$ cat config.mk
export PLATFORM = sky130hd
export DESIGN_NAME = track_sequencer
export DESIGN_NICKNAME = d
export VERILOG_FILES = /design/src/rtl/track_sequencer.sv
export SDC_FILE = /design/constraint.sdc
export NUM_CORES = 1
export LEC_CHECK = 0
export CORE_AREA = 10 10 93 95
export DETAILED_ROUTE_END_ITERATION = 10
export DIE_AREA = 0 0 103 105
export SLEW_MARGIN = 5
export SYNTH_ARGS = -nofsm -noshare
export SYNTH_HDL_FRONTEND = slang
export SYNTH_SLANG_ARGS = --single-unit
$ cat constraint.sdc
create_clock -name clk -period 3.2 [get_ports clk]
set_input_delay 0.48 -clock clk [delete_from_list [all_inputs] [get_ports clk]]
set_output_delay 0.48 -clock clk [all_outputs]
set_load 0.02 [all_outputs]
$ cat src/rtl/track_sequencer.sv
// Two-track step sequencer sharing one free-running tempo counter.
// Optional restart-on-play is enabled by defining TRACK_SEQ_RESTART_EN.
module track_sequencer #(
  parameter int unsigned TICK_DIV = 25000000
) (
  input  logic       clk,
  input  logic       rst_n,
  input  logic [1:0] tracks_playing,
  output logic       step_tick,
  output logic [3:0] step0,
  output logic [3:0] step1,
  output logic [3:0] note0,
  output logic [3:0] note1,
  output logic [3:0] mix_note,
  output logic       note_change
);

  localparam int unsigned CntW = $clog2(TICK_DIV);
  localparam logic [CntW-1:0] CntLast = CntW'(TICK_DIV - 1);

  logic [CntW-1:0]  cnt_q, cnt_d;
  logic [1:0][3:0]  step_q, step_d;
  logic [1:0][3:0]  note_q, note_d;
  logic [3:0]       mix_q, mix_d;
  logic             change_q;

  function automatic logic [3:0] table0(input logic [3:0] k);
    return {1'b0, k[2:0]} + 4'd1;
  endfunction

  function automatic logic [3:0] table1(input logic [3:0] k);
    return k[0] ? 4'd0 : 4'd9 + {2'b00, k[2:1]};
  endfunction

`ifdef TRACK_SEQ_RESTART_EN
  logic [1:0] play_prev_q;

  always_ff @(posedge clk or negedge rst_n) begin
    if (!rst_n) begin
      play_prev_q <= 2'b00;
    end else begin
      play_prev_q <= tracks_playing;
    end
  end
`endif

  assign step_tick = (cnt_q == CntLast);

  always_comb begin
    cnt_d = step_tick ? '0 : cnt_q + 1'b1;
    for (int i = 0; i < 2; i++) begin
      step_d[i] = step_q[i];
      if (step_tick && tracks_playing[i]) begin
        step_d[i] = step_q[i] + 4'd1;
      end
`ifdef TRACK_SEQ_RESTART_EN
      // Restart takes priority over a coincident step advance.
      if (tracks_playing[i] && !play_prev_q[i]) begin
        step_d[i] = 4'd0;
      end
`endif
    end
    note_d[0] = tracks_playing[0] ? table0(step_q[0]) : 4'd0;
    note_d[1] = tracks_playing[1] ? table1(step_q[1]) : 4'd0;
    mix_d     = (note_q[1] != 4'd0) ? note_q[1] : note_q[0];
  end

  always_ff @(posedge clk or negedge rst_n) begin
    if (!rst_n) begin
      cnt_q    <= '0;
      step_q   <= '0;
      note_q   <= '0;
      mix_q    <= 4'd0;
      change_q <= 1'b0;
    end else begin
      cnt_q    <= cnt_d;
      step_q   <= step_d;
      note_q   <= note_d;
      mix_q    <= mix_d;
      change_q <= (mix_d != mix_q);
    end
  end

  assign step0       = step_q[0];
  assign step1       = step_q[1];
  assign note0       = note_q[0];
  assign note1       = note_q[1];
  assign mix_note    = mix_q;
  assign note_change = change_q;

endmodule

=== Yosys cells after proc, flatten, opt, wreduce, memory -nomap -nowiden ===
Index checks and enable logic that the tools add are counted.

* Add/sub/neg operators: 5
* Equal/unequal tests: 2
* Muxes and demuxes: 5
* Reductions and logical operators: 3

{| class="wikitable"
|+ Operators with widths
! operator !! count
|-
| $add 25x1->25 const B || 1
|-
| $eq 25x25->1 const B || 1
|-
| $mux 25 || 1
|-
| $mux 4 || 4
|-
| $add 4x1->4 const B || 2
|-
| $add 3x1->4 const B || 1
|-
| $add 4x2->4 const A || 1
|-
| $ne 4x4->1 || 1
|-
| $reduce_bool 4->1 || 1
|-
| $logic_and 1x1->1 || 2
|}

* Flip-flop bits (word level): 46
* Input bits: 4
* Output and inout bits: 22
* Logic and storage cells: 22

=== Logic depth before layout (Yosys ltp) ===
* Depth in word-level cells: 3
* Depth in mapped cells: 7
* Mapped depth without buffers: 6

=== Worst setup path after synthesis ===
No wires, ideal clock.

* Path kind: register -> output
* Start point: reg cnt_q[0]
* End point: out step_tick
* Arrival time: 1.558 ns
* Data required time: 2.720 ns
* Path slack: 1.162 ns
* Stages on the path, launching flop included: 6
* Cell sequence: dfrtp_1 -> ha_1 -> nand3_4 -> or2_4 -> nor4_1 -> buf_2

* Cells in the longest elaborated chain, start to end: 1

{| class="wikitable"
|+ RTL lines
! element !! RTL line !! text
|-
| from (decl) || 21 || <nowiki>logic [CntW-1:0] cnt_q, cnt_d;</nowiki>
|-
| from (signal assigned) || 76 || <nowiki>cnt_q <= cnt_d;</nowiki>
|-
| $eq 25x25->1 || 47 || <nowiki>assign step_tick = (cnt_q == CntLast);</nowiki>
|-
| to (decl) || 9 || <nowiki>output logic step_tick,</nowiki>
|}

No other way between the ends.

=== Final worst setup path ===
Ends and elaborated chain as after synthesis.

==> impl_metrics.json <==
{
  "final_hold_viol_count": 0,
  "clkSinkCount": 46,
  "num_vias": 1350,
  "numCtsBuffers": 5,
  "maxCapViolations": 0,
  "finClkSkew_ns": 0.004347,
  "p_leak_nw": 1.157,
  "setup-tns-final_ns": 0,
  "place.gp.congestion": 0.8434,
  "combPwrFrac_pct": 4.1,
  "grt_max_degree": 47,
  "met1_length_um": 1779,
  "grt_pass1_wl_um": 6803,
  "antenna_cells": 0,
  "max_freq_ghz": 0.3555,
  "cts_tree": "done",
  "slew_violations": 0,
  "post_cts_resize_count": 0,
  "dieArea_um2": 10820,
  "tightest_slew_ns": 1.009,
  "outcome": "complete, no violations",
  "numPortBuffers": 25,
  "rows": 30,
  "globalRouteTotalUtil_pct": 7.796,
  "maxSlewHeadroom_pct": 32.74,
  "yosysWarnings": 0,
  "postCtsSetupBuffers": 0,
  "syn_area_um2": 2076,
  "clkPwrFrac_pct": 34.2,
  "drtIter0Drc": 62,
  "cts.path.max_buffers": 2,
  "pwr-share-seq_pct": 61.7,
  "ys_seq_area_share_pct": 55.46,
  "wl_met3_um": 145,
  "setup_violations": 0,
  "end_kind": "output pin",
  "drcViolationCount": 0,
  "worst_setup_path_start_kind": "flip-flop",
  "drive_gt1_share_pct": 8.531,
  "cp_max_fo": 5,
  "detailed_place_hpwl_um": 2959,
  "ir_drop_v": 0.0001603,
  "num-nets-final": 220,
  "worstPathRequired_ns": 2.72,
  "synth_area_per_cell_um2": 11.53,
  "clock_latency_ns": 0.29,
  "mostFrequentLayoutCell": "dfrtp_1",
  "ys_types": 29,
  "highest_layer": "met4",
  "drt_first_pass_iters": 4,
  "min_path_type": "in -> async",
  "via_per_inst": 4.639,
  "dr_wl_met2_um": 1973,
  "path_clk_slew_ns": 0.08,
  "p_sw_mw": 0.2026,
  "die_x_um": 103,
  "synth_edf_count": 0,
  "fp.dieH_um": 105,
  "synth-async-reset-ratio_pct": 100.0,
  "p_per_area_nw_per_um2": 382.3,
  "ant_nets": 0,
  "switching_share_pct": 21.24,
  "wirelength_um": 3971,
  "cp_data_arrival_time_ns": 2.33,
  "internal-power_mw": 0.7512,
  "layout_common_cells": "dfrtp_1, clkdlybuf4s50_1, nor2_1, xnor2_1, nand3_1",
  "grt_pass1_vias": 1367,
  "syn2layout_area_growth_pct": 20.19,
  "antenna_found_initial": 0,
  "synth_ff_type": "dfrtp_1",
  "setup_ws_ns": 0.3869,
  "hold_buffers": 0,
  "pre_cts_ws_ns": 0.6879,
  "initial_utilization_pct": 30.72,
  "synth_nets": 189,
  "cts_htree_levels": 2,
  "grt-ovfl-total": 0,
  "fin_crit_sh_pct": 87.91,
  "ys_ff_latch": 46,
  "critical_path_class": "reg -> out",
  "root_buffer": "clkbuf_8",
  "syn_inst": 180,
  "io_pins": 26,
  "fin_crit_ns": 2.813,
  "rsz0062_at_grt": "no",
  "post_drt_wl_per_cell_um": 13.65,
  "core_area_um2": 6756
}
final timing paths:
| check | slack, ns | endpoint | start | cells after the start |
|---|---|---|---|---|
| worst min-delay path | 0.35 | mix_note[1]$_DFF_PN0_ | rst_n | 1 |
| min in group clk | 0.48 | step0[3]$_DFFE_PN0P_ | step0[3]$_DFFE_PN0P_ | 1 |
| worst max register to register | 1.21 | step1[1]$_DFFE_PN0P_ | cnt_q[0]$_DFF_PN0_ | 6 |
| worst max-delay path | 0.39 | step_tick | cnt_q[0]$_DFF_PN0_ | 5 |
| worst min register to register | 0.48 | step0[3]$_DFFE_PN0P_ | step0[3]$_DFFE_PN0P_ | 1 |
| max in group asynchronous | 2.22 | cnt_q[10]$_DFF_PN0_ | rst_n | 1 |
power by group through the flow:
stage,Clock [mW],Combinational (mW),Sequential (mW)
after floorplan,0,0.00697,0.606
after global placement,0,0.0411,0.600
after detailed placement,0,0.0409,0.600
after CTS,0.340,0.0409,0.588
after global routing,0.364,0.0441,0.589
final,0.326,0.0392,0.588
sequential cells by signal (all words and copies together) (netlist names):
signal / cells
cnt_q: 25
mix_note: 4
note0: 4
note1: 4
note_change: 1
step0: 4
step1: 4
cell usage after synthesis (2+ instances only):
cell type	n	area, um2
a21oi_1	2	10.01
a31o_2	2	17.52
and2_1	6	37.54
and3_1	5	31.28
and4_1	3	26.28
dfrtp_1	46	1151
ha_1	5	62.56
inv_1	6	22.52
mux2_2	2	22.52
mux2i_1	2	20.02
nand2_1	12	45.04
nand3_1	14	70.07
nand3b_1	3	22.52
nand4_1	7	43.79
nor2_1	17	63.81
nor2b_1	2	12.51
nor3_1	2	10.01
nor4_1	4	25.02
nor4_4	2	42.54
o21ai_0	2	10.01
xnor2_1	17	148.9
xor2_1	12	105.1
metal layers:
| layer | vias up | global-route usage, % |
|---|---|---|
| met1 | 652 | 9.240 |
| li1 | 680 | - |
| met2 | 12 | 12.49 |
| met3 | 6 | 2.240 |
| met5 | - | 0 |
| met4 | 0 | 3.777 |
critical path, cell delays in order, from the launching register on:
cell,delay (ns)
dfrtp_1,0.40
ha_1,0.24
nand3_4,0.13
or2_4,0.29
nor4_2,0.32
clkdlybuf4s50_1,0.66
logic make-up (layout without fill, tap and decap cells):
| group | count (synthesis) | count (layout) | synth area share, % |
|---|---|---|---|
| DFF | 46 | 46 | 55.45 |
| adders and majority gates | 5 | 5 | 3.014 |
| muxes | 4 | 4 | 2.049 |
| AOI/OAI and AO/OA | 6 | 6 | 1.809 |
| xor gates and xnor gates | 29 | 29 | 12.24 |
| and+or+nand+nor | 82 | 82 | 23.57 |
| buffers and inverters | 8 | 39 | 1.868 |
layout make-up:
class / count / area, um2
inverter: 6 / 22.52
tap: 80 / 100.1
fill: 681 / 4262
timing repair buffer: 26 / 252.7
clock buffer: 7 / 76.32
multi-input combinational: 126 / 892.1
sequential: 46 / 1151
stage by stage:
step           util (%)  instances  power (mW)  hold slack [ns]  cell area [um2]
2_1_floorplan         -        180      0.6132           0.1844             2076
3_3_place_gp      35.80        284      0.6411           0.4584             2419
3_5_place_dp      35.80        284      0.6411           0.4655             2419
4_1_cts           36.93        291      0.9691           0.3948             2495
5_1_grt           36.93        291      0.9976           0.4383             2495
6_report          36.93        291      0.9538           0.3487             2495
Power figures use the tool's default switching activity.
